$ cat src/rtl/magnetron_sequencer.sv
// Microwave cook-cycle sequencer.
// Turns the front-panel presses and the door switch into IDLE/COOK/PAUSE/DONE.
// Counts the cook time down in seconds.
// Duty-cycles the magnetron over a 10-slot (10 s) window by latched power level.
module magnetron_sequencer #(
   parameter int TICKS_PER_SEC = 50000000,
   parameter int TWIDTH        = 13,
   parameter int BEEP_SECS     = 3
) (
   input  logic              clk,
   input  logic              rst,
   input  logic              comecaN,
   input  logic              pareN,
   input  logic              limpaN,
   input  logic              portafechada,
   input  logic [TWIDTH-1:0] tempo_in,
   input  logic [3:0]        potencia,
   output logic              magnetron,
   output logic [TWIDTH-1:0] tempo,
   output logic [1:0]        estado,
   output logic              beep,
   output logic              done
);

   localparam int PW = $clog2(TICKS_PER_SEC);
   localparam int BW = $clog2(BEEP_SECS + 1);
   localparam logic [PW-1:0]     PRESC_MAX  = PW'(TICKS_PER_SEC - 1);
   localparam logic [PW-1:0]     PRESC_ONE  = PW'(1);
   localparam logic [BW-1:0]     BEEP_LAST  = BW'(BEEP_SECS - 1);
   localparam logic [BW-1:0]     BEEP_ONE   = BW'(1);
   localparam logic [TWIDTH-1:0] TEMPO_ONE  = TWIDTH'(1);
   localparam logic [TWIDTH-1:0] TEMPO_ZERO = TWIDTH'(0);

   typedef enum logic [1:0] {
      S_IDLE  = 2'b00,
      S_COOK  = 2'b01,
      S_PAUSE = 2'b10,
      S_DONE  = 2'b11
   } state_t;

   // Power level 0 still cooks a little (one slot); anything above 10 is continuous.
   function automatic logic [3:0] clamp_power(input logic [3:0] p);
      if (p == 4'd0) begin
         return 4'd1;
      end else if (p > 4'd10) begin
         return 4'd10;
      end else begin
         return p;
      end
   endfunction

   state_t            state_q, state_d;
   logic [TWIDTH-1:0] tempo_q, tempo_d;
   logic [PW-1:0]     presc_q, presc_d;
   logic [3:0]        slot_q, slot_d;
   logic [3:0]        pwr_q, pwr_d;
   logic [BW-1:0]     bsec_q, bsec_d;
   logic              comeca_prev_q, pare_prev_q, limpa_prev_q;
   logic              magnetron_q, magnetron_d;
   logic              beep_q, beep_d;
   logic              done_q, done_d;

   logic comeca_s, pare_s, limpa_s, any_press_s, tick_s;

   // A press is a 1->0 transition against the previous sample, so holding never re-triggers.
   assign comeca_s    = comeca_prev_q & ~comecaN;
   assign pare_s      = pare_prev_q & ~pareN;
   assign limpa_s     = limpa_prev_q & ~limpaN;
   assign any_press_s = comeca_s | pare_s | limpa_s;
   assign tick_s      = (presc_q == PRESC_MAX);

   // Next-state logic: limpa > pare > door open > second tick > comeca within each state.
   always_comb begin
      state_d = state_q;
      tempo_d = tempo_q;
      presc_d = presc_q;
      slot_d  = slot_q;
      pwr_d   = pwr_q;
      bsec_d  = bsec_q;
      case (state_q)
         S_IDLE: begin
            if (limpa_s) begin
               tempo_d = TEMPO_ZERO;
            end else if (comeca_s && portafechada && (tempo_in != TEMPO_ZERO)) begin
               tempo_d = tempo_in;
               pwr_d   = clamp_power(potencia);
               presc_d = '0;
               slot_d  = 4'd0;
               state_d = S_COOK;
            end else begin
               state_d = S_IDLE;
            end
         end
         S_COOK: begin
            if (limpa_s) begin
               tempo_d = TEMPO_ZERO;
               state_d = S_IDLE;
            end else if (pare_s || !portafechada) begin
               // Everything holds; the tick on this edge (if any) is dropped.
               state_d = S_PAUSE;
            end else if (tick_s) begin
               presc_d = '0;
               tempo_d = tempo_q - TEMPO_ONE;
               slot_d  = (slot_q == 4'd9) ? 4'd0 : (slot_q + 4'd1);
               if (tempo_q == TEMPO_ONE) begin
                  // Prescaler restarts at 0 and now times the beep.
                  bsec_d  = '0;
                  state_d = S_DONE;
               end else begin
                  state_d = S_COOK;
               end
            end else begin
               presc_d = presc_q + PRESC_ONE;
            end
         end
         S_PAUSE: begin
            if (limpa_s || pare_s) begin
               tempo_d = TEMPO_ZERO;
               state_d = S_IDLE;
            end else if (comeca_s && portafechada) begin
               state_d = S_COOK;
            end else begin
               state_d = S_PAUSE;
            end
         end
         S_DONE: begin
            if (any_press_s) begin
               state_d = S_IDLE;
            end else if (tick_s) begin
               presc_d = '0;
               if (bsec_q == BEEP_LAST) begin
                  state_d = S_IDLE;
               end else begin
                  bsec_d = bsec_q + BEEP_ONE;
               end
            end else begin
               presc_d = presc_q + PRESC_ONE;
            end
         end
         default: begin
            state_d = S_IDLE;
         end
      endcase
      magnetron_d = (state_d == S_COOK) && (slot_d < pwr_d) && portafechada;
      beep_d      = (state_d == S_DONE);
      done_d      = (state_d == S_DONE) && (state_q != S_DONE);
   end

   // State, counters, button history and registered outputs.
   always_ff @(posedge clk) begin
      if (rst) begin
         state_q       <= S_IDLE;
         tempo_q       <= TEMPO_ZERO;
         presc_q       <= '0;
         slot_q        <= 4'd0;
         pwr_q         <= 4'd0;
         bsec_q        <= '0;
         comeca_prev_q <= 1'b1;
         pare_prev_q   <= 1'b1;
         limpa_prev_q  <= 1'b1;
         magnetron_q   <= 1'b0;
         beep_q        <= 1'b0;
         done_q        <= 1'b0;
      end else begin
         state_q       <= state_d;
         tempo_q       <= tempo_d;
         presc_q       <= presc_d;
         slot_q        <= slot_d;
         pwr_q         <= pwr_d;
         bsec_q        <= bsec_d;
         comeca_prev_q <= comecaN;
         pare_prev_q   <= pareN;
         limpa_prev_q  <= limpaN;
         magnetron_q   <= magnetron_d;
         beep_q        <= beep_d;
         done_q        <= done_d;
      end
   end

   assign magnetron = magnetron_q;
   assign tempo     = tempo_q;
   assign estado    = state_q;
   assign beep      = beep_q;
   assign done      = done_q;

endmodule

$ cat config.mk
export PLATFORM = sky130hd
export DESIGN_NAME = magnetron_sequencer
export DESIGN_NICKNAME = d
export VERILOG_FILES = /design/src/rtl/magnetron_sequencer.sv
export SDC_FILE = /design/constraint.sdc
export NUM_CORES = 1
export LEC_CHECK = 0
export ABC_AREA = 1
export CORE_MARGIN = 4
export CORE_UTILIZATION = 55
export CTS_BUF_LIST = sky130_fd_sc_hd__clkbuf_8
export CTS_CLUSTER_SIZE = 28
export DETAILED_ROUTE_END_ITERATION = 16
export PLACE_DENSITY_LB_ADDON = 0.05
export REMOVE_ABC_BUFFERS = 1
export SYNTH_ARGS = -nofsm -noshare
export SYNTH_HDL_FRONTEND = slang
export SYNTH_SLANG_ARGS = --single-unit
$ cat constraint.sdc
create_clock -name clk -period 3.1 [get_ports clk]
set_clock_uncertainty 0.2 [all_clocks]
set_input_delay 0.62 -clock clk [delete_from_list [all_inputs] [get_ports clk]]
set_output_delay 0.62 -clock clk [all_outputs]
set_load 0.005 [all_outputs]
# Yosys cells after proc, flatten, opt, wreduce, memory -nomap -nowiden
# Cells that the tools add are included.
[word_totals] word_cells=112 inputBits=23 ff_bits=57 output_inout_bits=18
[classes] magnitude_cmp=2 bitwise_logic=8 addsub=4 n_reduce_logical=17 mux=46 n_eq_ne=23
[op_table] cell="$mux 26" count=6
[op_table] cell="$mux 13" count=6
[op_table] cell="$pmux 26 s3" count=1
[op_table] cell="$mux 4" count=11
[op_table] cell="$pmux 13 s3" count=1
[op_table] cell="$mux 2" count=17
[op_table] cell="$add 26x1->26 const B" count=1
[op_table] cell="$eq 26x26->1 const B" count=1
[op_table] cell="$ne 2x2->1 const B" count=11
[op_table] cell="$eq 13x1->1 const B" count=1
[op_table] cell="$reduce_bool 13->1" count=1
[op_table] cell="$sub 13x1->13 const B" count=1
[op_table] cell="$ne 3x3->1 const B" count=3
[op_table] cell="$eq 2x2->1 const B" count=4
[op_table] cell="$pmux 2 s4" count=1
[op_table] cell="$pmux 4 s2" count=1
[op_table] cell="$reduce_and 8->1" count=1
[op_table] cell="$reduce_and 6->1" count=1
[op_table] cell="$reduce_bool 3->1" count=2
[op_table] cell="$logic_and 1x1->1" count=5
[op_table] cell="$reduce_and 5->1" count=1
[op_table] cell="$add 4x1->4 const B" count=1
[op_table] cell="$eq 2x1->1 const B" count=2
[op_table] cell="$eq 4x4->1 const B" count=1
[op_table] cell="other kinds (13)" count=19

# Logic depth before layout (Yosys ltp)
[logic_depth] depth_word=10 mapped_depth=16 mapped_depth_nobuf=16

# Worst setup path after synthesis
# Ideal clock, no wire load.
[synth_path] kind="input-to-reg" start="input port limpaN" end="register magnetron_q, in the netlist magnetron" stages=15 path_slack_ns=0.324 setup_time_ns=0.070 t_arrival_ns=2.506 required_ns=2.830 path_buffers=0 path_cell_list="inv_2 nand2_4 clkinv_1 nor2_1 nand3_1 inv_1 nand4_1 xnor2_1 nand2_1 nand2_1 ha_1 a211o_1 nor2_1 nand3_1 a21oi_1"
[synth_via] word_cells_on_any_way=18 classes_between="order compare (1); eq/ne (1); mux (10); bitwise (3); reduce/logical (3)"
[synth_rtl] item="start, declared" line="14" source="input logic limpaN,"
[synth_rtl] item="$not 1->1 *" line="68" source="assign limpa_s = limpa_prev_q & ~limpaN;"
[synth_rtl] item="$and 1x1->1 *" line="68"
[synth_rtl] item="$mux 4 (on tied branches)" line="95, 82"
[synth_rtl] item="$pmux 4 s2 *" line="80" source="case (state_q)"
[synth_rtl] item="named net slot_d[3]" line="55" source="logic [3:0] slot_q, slot_d;"
[synth_rtl] item="$lt 4x4->1 *" line="144" source="magnetron_d = (state_d == S_COOK) && (slot_d < pwr_d) && portafechada;"
[synth_rtl] item="$logic_and 1x1->1 * (2 in series)" line="144"
[synth_rtl] item="end signal, assigned" line="174" source="magnetron_q <= magnetron_d;"
[synth_rtl] item="end, declared" line="59" source="logic magnetron_q, magnetron_d;"
# Mark *: on every way through the listed nets, which the timed path passes. The rest lies on a longest branch.
# A chain may end at the register's enable or synchronous reset.

# Worst setup path after layout
[layout_path] start="register presc_q[0]" end="register magnetron_q, in the netlist magnetron"
[layout_via] elab_chain_cells=8 word_cells_on_any_way=15 classes_between="order compare (1); eq/ne (2); mux (10); reduce/logical (2)"
[layout_lines] item="start, declared" line="54" source="logic [PW-1:0] presc_q, presc_d;"
[layout_lines] item="start signal, assigned" line="167" source="presc_q <= presc_d;"
[layout_lines] item="$eq 26x26->1" line="70" source="assign tick_s = (presc_q == PRESC_MAX);"
[layout_lines] item="$mux 4" line="101" source="end else if (tick_s) begin"
[layout_lines] item="$mux 4" line="98" source="end else if (pare_s || !portafechada) begin"
[layout_lines] item="$mux 4" line="95" source="if (limpa_s) begin"
[layout_lines] item="$pmux 4 s2" line="80"
[layout_lines] item="named net slot_d[3]" line="55"
[layout_lines] item="$lt 4x4->1" line="144"
[layout_lines] item="$logic_and 1x1->1 (2 in series)" line="144"
# The timed path passes the listed nets, and every way through them passes these cells.

==> summary.md <==
| Metric | Value |
|---|---|
| Slew at the pin closest to its max-slew limit | `0.526 ns` |
| Max-Slew Margin vs Limit | `0.646` |
| Site row count | `29` |
| Pleak | `about 1.9 nW` |
| Count of yosys warnings during synthesis | `0` |
| Die span in x | `a little under 90 um` |
| Half-perimeter wire length after placement | `slightly above 7000 um` |
| Vertical die dimension | `89.1 um` |
| Unrepaired setup endpoints after global routing | `false` |
| Detailed-route wire length | `9880 um` |
| Overall overflow remaining after global route | `0` |
| Critical Path RT | `3.18 ns` |
| Placed cell area | `around 4200 um2` |
| Arrival time at the worst endpoint | `a little over 3 ns` |
| Hold violation total from the final report | `0` |
| Antenna Nets Post-Route | `0` |
| Post-cts hold buffer count | `0` |
| Via Count | `3,837` |
| IR drop worst, VDD | `around 0.37 mV` |
| Number of primary I/O pins | `41` |
| Final Slew Violations | `0` |
| Max-Cap Viols | `0` |
| CTS buffer count | `9` |
| Fmax | `0.340 GHz` |
| Synthesis-to-finish area growth | `23.1%` |
| Number of H-tree branching levels | `3` |
| Pin count of the biggest net entering global routing | `19` |
| Run status | `completed` |
| CP cell instances | `ha_1 > nand3_1 > inv_2 > nand2_1 > nor2_1 > nand3_1 > inv_1 > nand4_1 > xnor2_1 > nand2_1 > nand2_1 > ha_1 > a211o_1 > nor2_1 > nand3_1 > a21oi_1` |
| Total Negative Setup Slacks | `0 ns` |
| Final-report setup violation count | `0` |
| Sequential fraction of the synthesis area | `0.315` |
| Post-synthesis instance area | `approximately 3600 um2` |
| Endpoint kind of the worst setup timing path | `register` |
| CTS tree | `yes` |
| Instance count of the mapped netlist | `551` |
| Proportion of layout cells with a drive suffix above 1 | `0.105` |
| Clock insertion delay at the later pin of the skew report | `roughly 0.35 ns` |
| Count of input and output buffers | `40` |
| Total routing resource utilization after global routing | `0.260` |
| Critical setup path kind | `reg -> reg` |
| Clock-pin slew reported for the worst setup and hold paths after clock tree synthesis | `approximately 0.07 ns` |
| Number of remaining DRC errors | `0` |
| Die outline area | `about 7900 um2` |
| Routed length per instance | `approximately 14 um` |
| Min-delay worst type | `reg -> reg` |
| TritonRoute pass-1 iters | `5` |
| Share of the clock period used by the worst path after layout | `0.950` |
| Max FO, Critical Path | `5` |
| N_diodes | `0` |
| Floorplan Core Area | `approximately 6400 um2` |
| Fill cell total of the finished layout | `around 580` |
| Number of violations reported at the end of detailed-routing iteration 0 | `between 200 and 300` |
| Kind of cell adding the most delay to the critical path | `simple AND/OR/NAND/NOR gates` |
| WHS | `approximately 0.27 ns` |
| Number of global-route vias before repair | `3,560` |
| Areal power density over the cells | `between 400 and 500 nW/um2` |
| Final std cell area, no fill | `4460 um2` |
| Post-synthesis register bit count | `57` |
| Cell variety after synth | `46` |
| Slowest cell on the critical path | `sky130_fd_sc_hd__dfxtp_1` |
| CTS sink count | `57` |
| Number of vias per cell | `approximately 5.5` |
| Final min period | `2.94 ns` |
| Worst path max stage delay | `roughly 0.37 ns` |
| Effective utilization at floorplan | `0.567` |
| Antenna violations before repair | `0` |
| Final core utilization | `0.698` |
| Wire length of the first global-routing pass | `roughly 16,000 um` |
| PnR Total Power | `approximately 2.1 mW` |
| Type of element launching the critical path | `register` |
| Number of buffers on the longest clock path | `2` |
| Count of buffer and inverter cells on the critical path | `2` |
| Avg Cell Area, Syn | `roughly 6.6 um2` |
| Placer's final routability congestion estimate | `between 0.8 and 0.9` |
| Clock Tree Root | `sky130_fd_sc_hd__clkbuf_8` |
| Final-stage net count | `650` |
synthesized netlist by cell type (all sizes together):
master  instances  share of area
nor3b           3         0.0076
nand4          12          0.021
o211a           1         0.0028
nor3           18          0.028
maj3            1         0.0028
nand3b          2         0.0041
xor2           10          0.024
o21bai          2         0.0041
o211ai          1         0.0021
nand3          35          0.050
a21boi          1         0.0021
xnor2           3         0.0073
o32ai           1         0.0024
a211oi          5          0.012
nand2         125           0.14
nor4            4         0.0069
dfxtp          57           0.32
a211o           1         0.0024
ha             15          0.052
inv            73          0.076
or2             2         0.0035
a311oi          1         0.0024
and3            1         0.0017
clkbuf          6         0.0062
a31oi           5         0.0086
nor2           77          0.090
o21ai          39          0.055
clkinv          1         0.0010
a21oi          43          0.059
o31ai           1         0.0021
buf             4         0.0086
a221oi          1         0.0024
per-stage QoR:
step,std cells,setup slack (ns)
after global placement,678,-0.0375
after CTS,694,0.174
final,694,0.156
after detailed placement,678,-0.112
after global routing,694,0.00549
after floorplan,541,0.259
cells by family after synthesis:
| group | synth area share |
|---|---|
| buf+inv | 0.0923 |
| compound gates | 0.158 |
| fa+ha+maj | 0.0546 |
| xor+xnor | 0.0315 |
| simple gates | 0.349 |
| flops | 0.315 |
cells in the final DEF (no fill, tap or decap), types with 3 or more instances in the layout:
cell type,n
sky130_fd_sc_hd__a211oi_1,4
sky130_fd_sc_hd__inv_1,65
sky130_fd_sc_hd__nand2_2,4
sky130_fd_sc_hd__o21ai_0,33
sky130_fd_sc_hd__ha_1,15
sky130_fd_sc_hd__nor2_4,3
sky130_fd_sc_hd__clkbuf_8,10
sky130_fd_sc_hd__nor2_2,5
sky130_fd_sc_hd__buf_4,20
sky130_fd_sc_hd__nor3_1,17
sky130_fd_sc_hd__bufinv_16,3
sky130_fd_sc_hd__nand2_1,119
sky130_fd_sc_hd__a31oi_1,5
sky130_fd_sc_hd__nor4_1,4
sky130_fd_sc_hd__o21ai_1,5
sky130_fd_sc_hd__xnor2_1,3
sky130_fd_sc_hd__nand3_1,34
sky130_fd_sc_hd__dfxtp_1,57
sky130_fd_sc_hd__a21oi_1,43
sky130_fd_sc_hd__clkdlybuf4s50_1,40
sky130_fd_sc_hd__xor2_1,10
sky130_fd_sc_hd__nand4_1,12
sky130_fd_sc_hd__inv_2,8
sky130_fd_sc_hd__nor2_1,69
cell type report:
class                   count  area [um2]  area share
multi-input cells         410        2140       0.481
repair buffers             60         551       0.124
clock inverters             6         106      0.0239
flip-flops and latches     57        1140       0.256
clock buffers              10         138      0.0309
inverters                  74         280      0.0629
well taps                  77        96.3      0.0216
layer usage:
metal,up-vias,track usage,part of all wire
li1,1934,-,-
met1,1763,0.350,0.46
met2,129,0.417,0.47
met3,11,0.0571,0.058
met4,0,0.0812,0.011
met5,-,0,0
worst min-delay path, stage by stage, from the launching register on:
cell	delay [ns]
sky130_fd_sc_hd__dfxtp_1	0.32
sky130_fd_sc_hd__nand2_1	0.06
sky130_fd_sc_hd__a21oi_1	0.05
registers in the layout, indices dropped and copies added, names as in the netlist:
| signal | cells |
|---|---|
| slot_q | 4 |
| presc_q | 26 |
| comeca_prev_q | 1 |
| done | 1 |
| bsec_q | 2 |
| beep | 1 |
| estado | 2 |
| magnetron | 1 |
| tempo | 13 |
| pwr_q | 4 |
| pare_prev_q | 1 |
| limpa_prev_q | 1 |
final timing paths:
| kind | slack [ns] | cells after the start | end | start |
|---|---|---|---|---|
| worst max-delay path | 0.16 | 16 | magnetron | presc_q[0] |
| worst min-delay path | 0.27 | 2 | bsec_q[0] | bsec_q[0] |
| worst max register to register | 0.16 | 16 | magnetron | presc_q[0] |
| worst min register to register | 0.27 | 2 | bsec_q[0] | bsec_q[0] |
power by group:
part	internal [mW]	switching, mW	total [mW]
Combinational	0.171	0.240	0.411
Sequential	0.764	0.0306	0.795
Clock	0.551	0.314	0.866
what timing repair did:
item | in CTS | in global routing
hold endpoints to repair | 0 | 0
setup endpoints to repair | 0 | 1
setup buffers | 0 | 0
resized for setup | 0 | 1
Note: power is estimated with default switching activity, not from simulation.
